**src/rtl/shift_out_chain.sv**
```systemverilog
// Serial driver for external shift/latch register chains (74HC595 style).
// A one-word holding buffer lets the next word load while the current one shifts.
module shift_out_chain #(
    parameter int WIDTH      = 32,
    parameter int CHANNELS   = 1,
    parameter int LSB_FIRST  = 0,
    parameter int AUTO_START = 0
) (
    input  logic                      clk,
    input  logic                      reset,
    input  logic                      action_pulse,
    input  logic                      action_clk,
    input  logic                      load_valid,
    input  logic [WIDTH*CHANNELS-1:0] load_data,
    output logic                      load_ready,
    input  logic                      go,
    output logic                      shift_clk,
    output logic [CHANNELS-1:0]       serial_data_out,
    output logic                      write_load_clk,
    output logic                      busy,
    output logic                      done,
    output logic [1:0]                state_dbg
);

    localparam int CW = $clog2(WIDTH + 1);

    typedef enum logic [1:0] {
        IDLE  = 2'd0,
        SHIFT = 2'd1,
        LATCH = 2'd2
    } state_t;

    state_t                    state;
    state_t                    state_nxt;
    logic [CW-1:0]             counter;
    logic [CW-1:0]             counter_nxt;
    logic [WIDTH*CHANNELS-1:0] shifter;
    logic [WIDTH*CHANNELS-1:0] shifter_nxt;
    logic [WIDTH*CHANNELS-1:0] shifted;
    logic [WIDTH*CHANNELS-1:0] hold_data;
    logic                      hold_valid;
    logic                      load_accept;
    logic                      start;
    logic                      done_nxt;

    // Load handshake: a word transfers on any clk where load_valid && load_ready;
    // load_valid may be held, and load_ready only depends on the buffer being empty.
    assign load_ready  = !hold_valid;
    assign load_accept = load_valid && load_ready;
    assign start       = action_pulse && (state == IDLE) && hold_valid &&
                         (go || (AUTO_START != 0));

    assign busy      = (state != IDLE);
    assign state_dbg = state;

    // Each channel moves one bit toward its output end, zero fill behind.
    for (genvar c = 0; c < CHANNELS; c++) begin : g_chan
        if (LSB_FIRST != 0) begin : g_lsb
            assign shifted[c*WIDTH +: WIDTH] = {1'b0, shifter[c*WIDTH+1 +: WIDTH-1]};
            assign serial_data_out[c]        = shifter[c*WIDTH];
        end else begin : g_msb
            assign shifted[c*WIDTH +: WIDTH] = {shifter[c*WIDTH +: WIDTH-1], 1'b0};
            assign serial_data_out[c]        = shifter[c*WIDTH + WIDTH-1];
        end
    end

    always_comb begin
        state_nxt   = state;
        counter_nxt = counter;
        shifter_nxt = shifter;
        done_nxt    = 1'b0;
        case (state)
            IDLE: begin
                if (start) begin
                    state_nxt   = SHIFT;
                    shifter_nxt = hold_data;
                    counter_nxt = CW'(1);
                end
            end
            SHIFT: begin
                if (action_pulse) begin
                    shifter_nxt = shifted;
                    // The final shift empties the shifter, so the data line idles low.
                    if (counter == CW'(WIDTH)) begin
                        state_nxt   = LATCH;
                        counter_nxt = '0;
                    end else begin
                        counter_nxt = counter + CW'(1);
                    end
                end
            end
            LATCH: begin
                if (action_pulse) begin
                    state_nxt = IDLE;
                    done_nxt  = 1'b1;
                end
            end
            default: begin
                state_nxt   = IDLE;
                counter_nxt = '0;
                shifter_nxt = '0;
            end
        endcase
    end

    always_ff @(posedge clk or posedge reset) begin
        if (reset) begin
            state   <= IDLE;
            counter <= '0;
            shifter <= '0;
            done    <= 1'b0;
        end else begin
            state   <= state_nxt;
            counter <= counter_nxt;
            shifter <= shifter_nxt;
            done    <= done_nxt;
        end
    end

    // Start and load never coincide: start needs a full buffer, load needs an empty one.
    always_ff @(posedge clk or posedge reset) begin
        if (reset) begin
            hold_valid <= 1'b0;
            hold_data  <= '0;
        end else if (load_accept) begin
            hold_valid <= 1'b1;
            hold_data  <= load_data;
        end else if (start) begin
            hold_valid <= 1'b0;
        end
    end

    // Registered so the chain clocks rise a clk after the data bit settles.
    always_ff @(posedge clk or posedge reset) begin
        if (reset) begin
            shift_clk      <= 1'b0;
            write_load_clk <= 1'b0;
        end else begin
            shift_clk      <= action_clk && (state == SHIFT);
            write_load_clk <= (state == LATCH);
        end
    end

endmodule

```
**config.mk**
```make
export PLATFORM = sky130hd
export DESIGN_NAME = shift_out_chain
export DESIGN_NICKNAME = d
export VERILOG_FILES = /design/src/rtl/shift_out_chain.sv
export SDC_FILE = /design/constraint.sdc
export NUM_CORES = 1
export LEC_CHECK = 0
export BUFFER_PORTS_ARGS = -buffer_cell sky130_fd_sc_hd__buf_2
export CAP_MARGIN = 20
export CORE_UTILIZATION = 35
export CTS_CLUSTER_SIZE = 8
export DETAILED_ROUTE_END_ITERATION = 8
export GPL_TIMING_DRIVEN = 1
export SETUP_SLACK_MARGIN = 0.5
export SLEW_MARGIN = 10
export SYNTH_ARGS = -nofsm -noshare
export SYNTH_HDL_FRONTEND = slang
export SYNTH_SLANG_ARGS = --single-unit
```
**constraint.sdc**
```tcl
create_clock -name clk -period 3.9 [get_ports clk]
set_input_delay 0.195 -clock clk [delete_from_list [all_inputs] [get_ports clk]]
set_output_delay 0.195 -clock clk [all_outputs]
set_load 0.02 [all_outputs]
```
---- Word level (Yosys, flattened, before mapping) ----
Cells that the tools add are included.
operators by class
  add/subtract/negate cells ............... 1
  multipliers ............................. 0
  divide/modulo/power cells ............... 0
  magnitude comparators ................... 0
  equal/unequal tests ..................... 7
  shift operators ......................... 0
  mux-type cells .......................... 16
  bitwise logic cells ..................... 1
  reductions and logical operators ........ 11
operator list
  cell                   number
  $pmux W32 S3           1
  $mux W32               2
  $mux W6                3
  $pmux W6 S3            1
  $mux W2                4
  $ne A2 B2 Y1 const B   4
  $add A6 B1 Y6 const B  1
  $eq A6 B6 Y1 const B   1
  $pmux W2 S3            1
  $logic_and A1 B1 Y1    5
  $mux W1                4
  $reduce_and A4 Y1      1
  $reduce_bool A2 Y1     2
  $reduce_and A3 Y1      1
  $eq A2 B1 Y1 const B   1
  $eq A2 B2 Y1 const B   1
  $logic_not A2 Y1       1
  $logic_not A1 Y1       1
  $not A1 Y1             1
word-level totals
  register bits after elaboration ......... 76
  latch bits .............................. 0
  RAM bits ................................ 0
  bits in read-only memories .............. 0
  input port bits ......................... 38
  memories kept ........................... 0

---- Logic depth before layout (Yosys ltp) ----
  depth after elaboration ................. 6
  depth in mapped cells ................... 7
  mapped depth without buffers ............ 5

---- Least setup slack after synthesis ----
OpenSTA, ideal clock, no wires.
  path kind ............................... register -> register
  from .................................... register state[0], in the netlist state_dbg[0]
  to ...................................... register shifter[18]
  setup time .............................. 0.126 ns
  arrival time ............................ 1.602 ns
  path slack .............................. 2.173 ns
  stages on the path, launching flop included .. 8
  path buffers ............................ 3
  cell sequence ........................... dfrtp_1 buf_4 a21oi_1 or3_1 buf_4 buf_4 a221oi_1 nor2_1
on the way
  word-level cells in the longest chain between the ends .. 6
  elaborated cells between the ends (all ways) .. 11
  classes of those cells .................. eq/ne: 4; mux: 1; bitwise: 1; reduce/logical: 5
ends and longest elaborated chain
  item                               RTL line  text
  start, declared                    33        state_t state;
  start signal, assigned             113       state <= state_nxt;
  $logic_not A2 Y1                   50, 72
  $logic_and A1 B1 Y1 (3 in series)  50        assign start = action_pulse && (state == IDLE) && hold_valid &&
  $ne A2 B2 Y1 (no line)             --
  $reduce_and A3 Y1 (no line)        --
  end signal, assigned               115       shifter <= shifter_nxt;
  end, declared                      37        logic [WIDTH*CHANNELS-1:0] shifter;
Parallel ways exist; a longest one is shown, timed or not.
A chain may end at the register's enable or synchronous reset.

---- Worst setup path in the final report ----
  from .................................... register state[1], in the netlist state_dbg[1]
  to ...................................... register counter[0]
on the way
  word-level cells in the longest chain between the ends .. 6
  elaborated cells between the ends (all ways) .. 11
  classes of those cells .................. eq/ne: 4; mux: 1; bitwise: 1; reduce/logical: 5
ends and longest elaborated chain
  item                               RTL line  text
  $logic_not A2 Y1                   50, 72
  $logic_and A1 B1 Y1 (3 in series)  50
  $ne A2 B2 Y1 (no line)             --
  $reduce_and A3 Y1 (no line)        --
  end signal, assigned               114       counter <= counter_nxt;
  end, declared                      35        logic [CW-1:0] counter;
Parallel ways exist; a longest one is shown, timed or not.

==> qor.yml <==
status: "finished, violations left"
failed_checks: "DRC"
muxShareOfSynthArea_pct: 11.2
port_buffers: 45
synth_edf_count: 0
synth_cell_type_count: 28
seq_area_frac_synth_pct: 59.2
p_leak_nw: 1.63
routedWlPerCell_um: 14.3
yosys_warnings: 0
drt-total-wl_mm: 6.22
r2r-start: "state_dbg[1]"
synthToLayoutAreaGrowth_pct: 16.3
cts.path.max_buffers: 2
synth_xor_xnor_area_share_pct: 0
rsz0062_at_grt: "false"
power.density_nw_per_um2: 765
grt_max_degree: 45
max_stage_delay_ps: 700
initial_core_util_pct: 36.5
cap_viol_max_count: 0
critPathSlowestCell: "or3_1"
routed_via_density: 5.10
num_io_pins: 46
layout-drive-gt1-share_pct: 33.6
synthCells: 280
worstSkewPairLatency_ps: 350
num_vias: 2217
crit_chain: "nor2b_1 -> or3_1 -> buf_4 -> a211o_1 -> o21ai_0"
grt_overflow: 0
dr.pass1.iters: 6
relSlewSlack_pct: 38.5
final_max_slew_viol_count: 0
worst_slew_pin_slew_ps: 921
num_rows: 34
min-delay-start: "action_clk"
synth_ff_type: "dfrtp_1"
synthTopCellsByArea: "dfrtp_1, mux2_2, nor2_1, a221oi_1, a221oi_2"
final-hold-violation-count: 0
synthesis.area_um2: 3210
critPathRequiredTime_ps: 4130
synth-seq-cells: 76
antenna_left: 0
gr-usage-all-layers_pct: 14.8
grt_pass1_wl_mm: 11.1
layout_min_cycle_time_ps: 2180
die_x_um: 97.8
fmax_mhz: 460
startpoint: "state_dbg[1]"
synth_compound_area_share_pct: 12.2
fp.dieH_um: 97.8
cp-start-kind: "register"
synthAdderAreaFrac_pct: 0.779
fillCellCount: 848
yosysTopAreaCellShare_pct: 59.2
clock_skew_ps: 8.58
timing.final.crit_share_pct: 55.8
dpl.hpwl_mm: 4.03
grt_pass1_vias: 2257
cts_tree: "built"
synth_fp_nets: 320
synth_top_family_by_area: "simple AND/OR/NAND/NOR gates"
design.core.area_um2: 8810
synthSimpleGateAreaFrac_pct: 12.3
hp-class: "input port to register"
gp_congestion: 0.747
n_antenna_cell: 0
postCtsResizedCells: 0
ir_worst_vdd_mv: 0.301
antenna_found_initial: 0
htreeDepth: 3
clk_pin_slew_ps: 80
ctsRootBufferMaster: "clkbuf_8"
drtIter0Drc: 114
setup_violations: 0
post_synth.cell_area_avg_um2: 11.5
die_area_um2: 9570
crit_fanout: 24
finalNetCount: 363
timing.critical_path.to_type: "register"
cts_hold_buf: 1
synth_top_area_cell: "dfrtp_1"
synthArstFlopShare_pct: 100
cts_sinks: 76
tns_ps: 0
worstPathArrival_ps: 2400
path_class: "register to register"
hold-worst-slack_ps: 50.0
drc: 4
post_cts_buffers: 0
cts_buffers: 9
cell families after synthesis:
| kind of cell | count (synthesis) |
|---|---|
| AND/OR/NAND/NOR | 94 |
| AO/OA/AOI/OAI | 48 |
| buffers and inverters | 28 |
| adder cells (fa/ha/maj) | 2 |
| flip-flops | 76 |
| multiplexers | 32 |
layer usage:
| metal | share of wire (%) | wire [um] | track usage [%] |
|---|---|---|---|
| met5 | 0 | 0 | 0 |
| met4 | 1.9 | 121 | 6.88 |
| met3 | 4.5 | 277 | 3.87 |
| met2 | 46 | 2850 | 22.1 |
| met1 | 48 | 2960 | 20.0 |
path summary, 6_finish.rpt:
kind	to	slack, ps	depth (start not counted)
max in group asynchronous	hold_data[27]	2380	4
setup / recovery	counter[0]	1720	5
hold / removal	shift_clk	50	2
min in group asynchronous	hold_data[10]	510	3
hold reg to reg	shifter[0]	500	2
setup reg to reg	counter[0]	1720	5
sequential cells by signal (all words and copies together), names as in the netlist:
register and cells:
hold_data 32, shifter 32, counter 6, state_dbg 2, done 1, hold_valid 1, shift_clk 1, write_load_clk 1
Yosys cell counts (2+ instances only):
cell and number:
buf_2 6, inv_1 8, mux2_2 32, dfrtp_1 76, buf_4 3, and2_1 3, a31oi_1 2, clkbuf_1 8
nor3_1 2, buf_6 2, ha_1 2, or2_2 2, nand2_1 4, nand3_1 7, a221oi_1 27, nor2_1 69
a221oi_2 4, nor2b_1 3, a21oi_1 5, o21ai_0 7
worst max-delay path: cells and delay by family (launching register included):
kind / cells / cell delay (ps)
AO/OA/AOI/OAI: 2 / 200
AND/OR/NAND/NOR: 2 / 1020
buffers and inverters: 1 / 360
flip-flops: 1 / 480
power by group:
| part | total [mW] | internal (mW) | switching [mW] |
|---|---|---|---|
| Combinational | 0.870 | 0.421 | 0.449 |
| Clock | 0.602 | 0.326 | 0.276 |
| Sequential | 1.39 | 1.16 | 0.233 |
| Total | 2.86 | 1.90 | 0.958 |
final cells by class:
cell class              count  area [um2]  area share (%)
clock buffers              11         151            4.05
repair buffers             52         280            7.50
well taps                 108         135            3.61
multi-input cells         176        1190            31.9
clock inverters             4        48.8            1.31
flip-flops and latches     76        1900            50.9
inverters                   8        30.0           0.803
cell usage in the layout (no fill, tap or decap), types with 2 or more instances in the layout:
master	count
a21oi_1	5
a221oi_1	27
a221oi_2	4
a31oi_1	2
and2_1	3
buf_2	45
buf_4	6
clkbuf_8	11
clkinv_2	2
dfrtp_1	76
ha_1	2
inv_1	7
mux2_2	32
nand2_1	4
nand3_1	7
nor2_1	68
o21ai_0	7
or2_2	2
through the flow:
step	instances	setup slack [ps]	utilization [%]	cell area, um2	total power [mW]
2_1_floorplan	280	1770	-	3210	2.06
3_3_place_gp	419	1800	40.1	3530	2.25
3_5_place_dp	419	1740	40.1	3530	2.29
4_1_cts	435	1730	42.5	3740	2.90
5_1_grt	435	1510	42.5	3740	3.10
6_report	435	1720	42.5	3740	2.86
No activity file was read; power rests on OpenSTA's default activity.
